--- src/rtl/tt_schedule_table.sv ---
// Time-triggered schedule table: walks the configured entries in order and issues each
// one to the downstream checker LEAD cycles ahead of its window, counting missed windows.
module tt_schedule_table #(
   parameter int DEPTH = 8,
   parameter int LEAD  = 16,
   localparam int IW   = (DEPTH > 1) ? $clog2(DEPTH) : 1,
   localparam int CW   = $clog2(DEPTH + 1)
) (
   input  logic          clk,
   input  logic          rst,
   input  logic          cfg_wr,
   input  logic [IW-1:0] cfg_addr,
   input  logic [15:0]   cfg_port_number,
   input  logic [15:0]   cfg_buffer_number,
   input  logic [63:0]   cfg_window_start,
   input  logic [63:0]   cfg_window_end,
   input  logic [15:0]   cfg_flow_id,
   input  logic [15:0]   cfg_tt_length,
   input  logic [CW-1:0] cfg_entry_count,
   input  logic          cfg_enable,
   input  logic          in_table_rdy,
   input  logic [63:0]   in_global_time,
   input  logic          in_tt_wr,
   input  logic [7:0]    in_tt_ctrl,
   input  logic          in_tt_flag_clear,
   output logic          out_table_wr,
   output logic [15:0]   out_port_number,
   output logic [15:0]   out_buffer_number,
   output logic [63:0]   out_window_start,
   output logic [63:0]   out_window_end,
   output logic [15:0]   out_flow_id,
   output logic [15:0]   out_tt_length,
   output logic          out_tt_flag,
   output logic          out_missed,
   output logic [IW-1:0] out_entry_index,
   output logic [15:0]   out_cycle_count,
   output logic [15:0]   out_miss_count
);

   typedef enum logic [1:0] {IDLE, EVAL, ISSUE, HOLD} state_t;

   state_t      state;
   logic        hold_seen;
   logic        in_frame;
   logic [15:0] tbl_port  [DEPTH];
   logic [15:0] tbl_buf   [DEPTH];
   logic [63:0] tbl_start [DEPTH];
   logic [63:0] tbl_end   [DEPTH];
   logic [15:0] tbl_flow  [DEPTH];
   logic [15:0] tbl_len   [DEPTH];

   logic [63:0]   cur_start;
   logic [63:0]   cur_end;
   logic [64:0]   lead_sum;
   logic          issue_ok;
   logic          missed_now;
   logic [CW-1:0] idx_inc;
   logic          wrap;
   logic [IW-1:0] next_index;

   // Table storage; outputs are latched from the old contents when a write collides with an issue.
   always_ff @(posedge clk or posedge rst) begin
      if (rst) begin
         for (int i = 0; i < DEPTH; i++) begin
            tbl_port[i]  <= 16'd0;
            tbl_buf[i]   <= 16'd0;
            tbl_start[i] <= 64'd0;
            tbl_end[i]   <= 64'd0;
            tbl_flow[i]  <= 16'd0;
            tbl_len[i]   <= 16'd0;
         end
      end else if (cfg_wr) begin
         tbl_port[cfg_addr]  <= cfg_port_number;
         tbl_buf[cfg_addr]   <= cfg_buffer_number;
         tbl_start[cfg_addr] <= cfg_window_start;
         tbl_end[cfg_addr]   <= cfg_window_end;
         tbl_flow[cfg_addr]  <= cfg_flow_id;
         tbl_len[cfg_addr]   <= cfg_tt_length;
      end
   end

   // Window compare is done 65 bits wide so time + LEAD never wraps past zero.
   always_comb begin
      cur_start  = tbl_start[out_entry_index];
      cur_end    = tbl_end[out_entry_index];
      lead_sum   = {1'b0, in_global_time} + 65'(LEAD);
      issue_ok   = (lead_sum >= {1'b0, cur_start});
      missed_now = (in_global_time > cur_end);
      idx_inc    = CW'(out_entry_index) + CW'(1);
      wrap       = (idx_inc >= cfg_entry_count);
      if (wrap) begin
         next_index = '0;
      end else begin
         next_index = idx_inc[IW-1:0];
      end
   end

   // Schedule sequencer with registered strobe, miss pulse, index and counters.
   always_ff @(posedge clk or posedge rst) begin
      if (rst) begin
         state             <= IDLE;
         hold_seen         <= 1'b0;
         out_table_wr      <= 1'b0;
         out_missed        <= 1'b0;
         out_entry_index   <= '0;
         out_cycle_count   <= 16'd0;
         out_miss_count    <= 16'd0;
         out_port_number   <= 16'd0;
         out_buffer_number <= 16'd0;
         out_window_start  <= 64'd0;
         out_window_end    <= 64'd0;
         out_flow_id       <= 16'd0;
         out_tt_length     <= 16'd0;
      end else begin
         out_table_wr <= 1'b0;
         out_missed   <= 1'b0;
         case (state)
            IDLE: begin
               out_entry_index <= '0;
               if (cfg_enable && (cfg_entry_count != '0)) begin
                  state <= EVAL;
               end else begin
                  state <= IDLE;
               end
            end
            EVAL: begin
               if (!cfg_enable || (cfg_entry_count == '0)) begin
                  state           <= IDLE;
                  out_entry_index <= '0;
               end else if (missed_now) begin
                  out_missed      <= 1'b1;
                  out_miss_count  <= out_miss_count + 16'd1;
                  out_entry_index <= next_index;
                  if (wrap) begin
                     out_cycle_count <= out_cycle_count + 16'd1;
                  end
               end else if (issue_ok && in_table_rdy) begin
                  state             <= ISSUE;
                  out_table_wr      <= 1'b1;
                  out_port_number   <= tbl_port[out_entry_index];
                  out_buffer_number <= tbl_buf[out_entry_index];
                  out_window_start  <= cur_start;
                  out_window_end    <= cur_end;
                  out_flow_id       <= tbl_flow[out_entry_index];
                  out_tt_length     <= tbl_len[out_entry_index];
               end else begin
                  state <= EVAL;
               end
            end
            ISSUE: begin
               out_entry_index <= next_index;
               if (wrap) begin
                  out_cycle_count <= out_cycle_count + 16'd1;
               end
               hold_seen <= 1'b0;
               state     <= HOLD;
            end
            HOLD: begin
               // The first HOLD cycle ignores rdy so a stale high level is not counted twice.
               if (!hold_seen) begin
                  hold_seen <= 1'b1;
               end else if (!cfg_enable) begin
                  state           <= IDLE;
                  out_entry_index <= '0;
               end else if (in_table_rdy) begin
                  state <= EVAL;
               end else begin
                  state <= HOLD;
               end
            end
            default: begin
               state           <= IDLE;
               out_entry_index <= '0;
            end
         endcase
      end
   end

   // TT frame tracker: flag rises on a frame's first word, and that set beats a same-cycle clear.
   always_ff @(posedge clk or posedge rst) begin
      if (rst) begin
         in_frame    <= 1'b0;
         out_tt_flag <= 1'b0;
      end else begin
         if (in_tt_wr) begin
            in_frame <= (in_tt_ctrl != 8'd1);
         end
         if (in_tt_wr && !in_frame) begin
            out_tt_flag <= 1'b1;
         end else if (in_tt_flag_clear) begin
            out_tt_flag <= 1'b0;
         end
      end
   end

endmodule

--- config.mk ---
export PLATFORM = sky130hd
export DESIGN_NAME = tt_schedule_table
export DESIGN_NICKNAME = d
export VERILOG_FILES = /design/src/rtl/tt_schedule_table.sv
export SDC_FILE = /design/constraint.sdc
export NUM_CORES = 2
export LEC_CHECK = 0
export BUFFER_PORTS_ARGS = -buffer_cell sky130_fd_sc_hd__buf_2
export CORE_MARGIN = 2
export CORE_UTILIZATION = 55
export DETAILED_ROUTE_END_ITERATION = 12
export PLACE_DENSITY = 0.73
export SETUP_SLACK_MARGIN = 0.02
export SLEW_MARGIN = 10
export SYNTH_ARGS = -nofsm -noshare
export SYNTH_HDL_FRONTEND = slang
export SYNTH_SLANG_ARGS = --single-unit
--- constraint.sdc ---
create_clock -name clk -period 53.3 [get_ports clk]
set_input_delay 7.995 -clock clk [delete_from_list [all_inputs] [get_ports clk]]
set_output_delay 7.995 -clock clk [all_outputs]
set_load 0.01 [all_outputs]
==> qor.yml <==
yosys:
  ys_types: 62
  postSynthCellCount: 5187
  avgSynthCellArea_um2: 15.7
  ys_seq_elements: 1770
  async_flop_share_pct: 100
  synth_top_flop_cell: "dfrtp_1"
  seq_area_frac_synth_pct: 54.5
  synth_top_area_cell: "dfrtp_1"
  syn-cell-area_mm2: 0.0812
  synth_edf_count: 0
  synth.top_cell.area_share_pct: 54.5
  yosys-top-cells-area: "dfrtp_1, mux2_2, mux4_2"
  synth.net_count: 5605
  ys.warnings.count: 0
drt:
  route.detailed.drc: 0
  wire_per_inst_um: 26.3
  drt_iter0_drc: 2770
  num_vias: 47104
  totalWireLength_um: 203000
  drt_first_pass_iters: 5
  viasPerCell: 6.08
  antenna_left: 0
placement:
  numPortBuffers: 507
  dp_cells: 7379
  dp_hpwl_um: 125000
  gp_congestion: 0.882
sta:
  hold_viol: 0
  finClkSkew_ns: 0.0443
  slew_violations: 0
  finalCritPeriodShare_pct: 26.7
  period_needed_ns: 14.25
  rsz0062_at_grt: "no"
  finalSetupViolCount: 0
  worstMarginPinSlew_ns: 1.27
  max_clock_freq_ghz: 0.0702
  max_slew_margin_pct: 12.6
  fin_tns_setup_ns: 0
critical_path:
  startpoint: "in_global_time[15]"
  crit-reg2reg-capture: "out_flow_id[11]"
  worstSetupStartpointType: "primary input"
  ff2ff_path_depth: 15
  worstPathRequired_ns: 53.99
  path_max_fanout: 43
  crit_arrival_ns: 14.94
  critPathCaptureType: "flip-flop"
  timing.rr.start: "out_entry_index[0]"
  crit_type: "primary input to flip-flop"
  rrSetupSlack_ns: 44.33
clock_tree:
  numClockSinks: 1770
  tritoncts: "yes"
  htree_num_levels: 4
  cts_root_buf: "clkbuf_16"
  postCtsSetupBuffers: 0
  postCtsResizedCells: 0
  clk_pin_slew_worst_paths_ns: 0.06
  ctsHoldBuffers: 0
  clk_latency_ns: 0.82
  cts_buffers: 182
  cts_max_path_buffers: 3
pwr:
  seqPwrFrac_pct: 45.3
  combPwrFrac_pct: 22.9
  power.share.switching_pct: 28.0
  leakagePower_nw: 40.4
  p_int_mw: 2.94
  power_density_mw_per_mm2: 44.4
  pwr-share-clk_pct: 31.8
  vdd_drop_max_mv: 0.0314
  p_switching_mw: 1.14
layout:
  layout.nets: 6064
  area_growth_pct: 13.2
  fin_cells: 7744
  layout_commonest_cell: "dfrtp_1"
  drive_gt1_share_pct: 50.4
  final_cell_mix: "dfrtp_1, mux2_2, buf_2"
floorplanning:
  start_util_pct: 55.6
  die_h_um: 388
  rows: 140
  fp.dieW_um: 388
  io_pins: 508
  core-area_mm2: 0.146
  die-area_mm2: 0.151
outcome:
  status: "finished clean"
hold_path:
  hold_start: "out_cycle_count[15]"
  hold_depth: 1
  hold_end: "out_cycle_count[15]"
  hold_class: "flip-flop to flip-flop"
grt:
  grt_usage_pct: 27.1
  antenna_found_initial: 61
  grt_pass1_vias: 49646
  grt_pass1_wl_um: 312000
  gr-total-overflow: 0
  grt_start_max_net_pins: 193
run:
  cap_violations: 0
## registers in the layout, summed over array words and instances (netlist names)
| name | count |
|---|---|
| tbl_end | 512 |
| tbl_start | 512 |
| tbl_buf | 128 |
| tbl_flow | 128 |
| tbl_len | 128 |
| tbl_port | 128 |
| out_window_end | 64 |
| out_window_start | 64 |
| out_buffer_number | 16 |
| out_cycle_count | 16 |
| out_flow_id | 16 |
| out_miss_count | 16 |
| out_port_number | 16 |
| out_tt_length | 16 |
| out_entry_index | 3 |
| state | 2 |
| hold_seen | 1 |
| in_frame | 1 |
| out_missed | 1 |
| out_table_wr | 1 |
| out_tt_flag | 1 |
## metrics by stage
stage | total power [mW] | hold slack [ns] | utilization (%) | instance area [um2] | worst slack [ns]
6_report | 4.08 | 0.470 | 62.9 | 91900 | 39.05
5_1_grt | 4.28 | 0.487 | 62.9 | 91900 | 38.66
4_1_cts | 4.11 | 0.474 | 62.9 | 91900 | 39.31
3_5_place_dp | 2.81 | 0.466 | 58.7 | 85700 | 38.50
3_3_place_gp | 2.76 | 0.448 | 58.7 | 85700 | 38.55
2_1_floorplan | 2.49 | 0.434 | - | 81200 | 20.76
## worst max-delay path, stage by stage
cell and delay (ns):
buf_2 0.14, nand3_1 0.16, nor4_1 0.51, buf_4 0.21, and2_1 0.43, inv_1 0.12
nor3_1 0.62, nand3_1 0.18, xnor2_1 0.20, ha_1 0.28, a211oi_1 0.22, o21ai_0 0.15
o221ai_1 0.27, a21oi_1 0.13, a2111oi_0 0.49, o2111ai_2 0.33, or3b_4 0.55, buf_4 0.67
buf_4 0.74, mux2_4 0.35
## routing by layer
metal  GRT usage [%]  part of all wire (%)  routed length [um]
met4            8.80                   3.1                6230
met1            37.6                    43               88200
met5               0                  0.17                 347
met3            5.91                   5.8               11700
met2            43.0                    48               96800
## logic make-up (layout without fill, tap and decap cells)
| group | count (synthesis) | count (layout) | share of synthesized area [%] |
|---|---|---|---|
| multiplexers | 2308 | 2308 | 37.1 |
| flip-flops | 1770 | 1770 | 54.5 |
| buffers and inverters | 459 | 1069 | 2.22 |
| XOR/XNOR | 89 | 89 | 0.960 |
| AND/OR/NAND/NOR | 284 | 284 | 1.92 |
| other | 0 | 30 | 0 |
| AO/OA/AOI/OAI | 137 | 137 | 1.05 |
| adder cells (fa/ha/maj) | 140 | 140 | 2.16 |
## synth_stat cells, drive strengths merged, types with 9 or more instances
| cell | n |
|---|---|
| and3 | 26 |
| xnor2 | 71 |
| nand2 | 63 |
| nor2 | 38 |
| and4 | 14 |
| o21ai | 28 |
| a21o | 9 |
| nand4 | 47 |
| buf | 63 |
| clkbuf | 244 |
| mux4 | 384 |
| a21oi | 54 |
| xor2 | 18 |
| ha | 140 |
| mux2 | 1671 |
| inv | 152 |
| dfrtp | 1770 |
| o211ai | 9 |
| nand3 | 41 |
| nor3 | 13 |
| mux2i | 253 |
## power by group through the flow
stage / clock, mW / combinational [mW] / sequential, mW
6_report: 1.30 / 0.934 / 1.85
5_1_grt: 1.38 / 1.01 / 1.89
4_1_cts: 1.32 / 0.945 / 1.85
3_5_place_dp: 0 / 0.941 / 1.87
3_3_place_gp: 0 / 0.911 / 1.85
2_1_floorplan: 0 / 0.626 / 1.86
## cell type report
cell class	instances	area, um2
tap	1917	2400
fill	10733	54200
antenna	30	75.1
timing repair buffer	582	3300
inverter	152	574
clock inverter	59	723
clock buffer	276	5420
sequential	1770	44300
multi-input combinational	2958	35100
## worst max-delay path by stage
stage	endpoint	slack [ns]	cells after the start
global placement	out_buffer_number[13]	38.55	20
CTS	out_buffer_number[9]	39.31	20
detailed placement	out_buffer_number[12]	38.50	20
floorplan	hold_seen	20.76	1
global route	out_flow_id[14]	38.66	20
finish	out_flow_id[11]	39.05	20
Power figures use the tool's default switching activity.
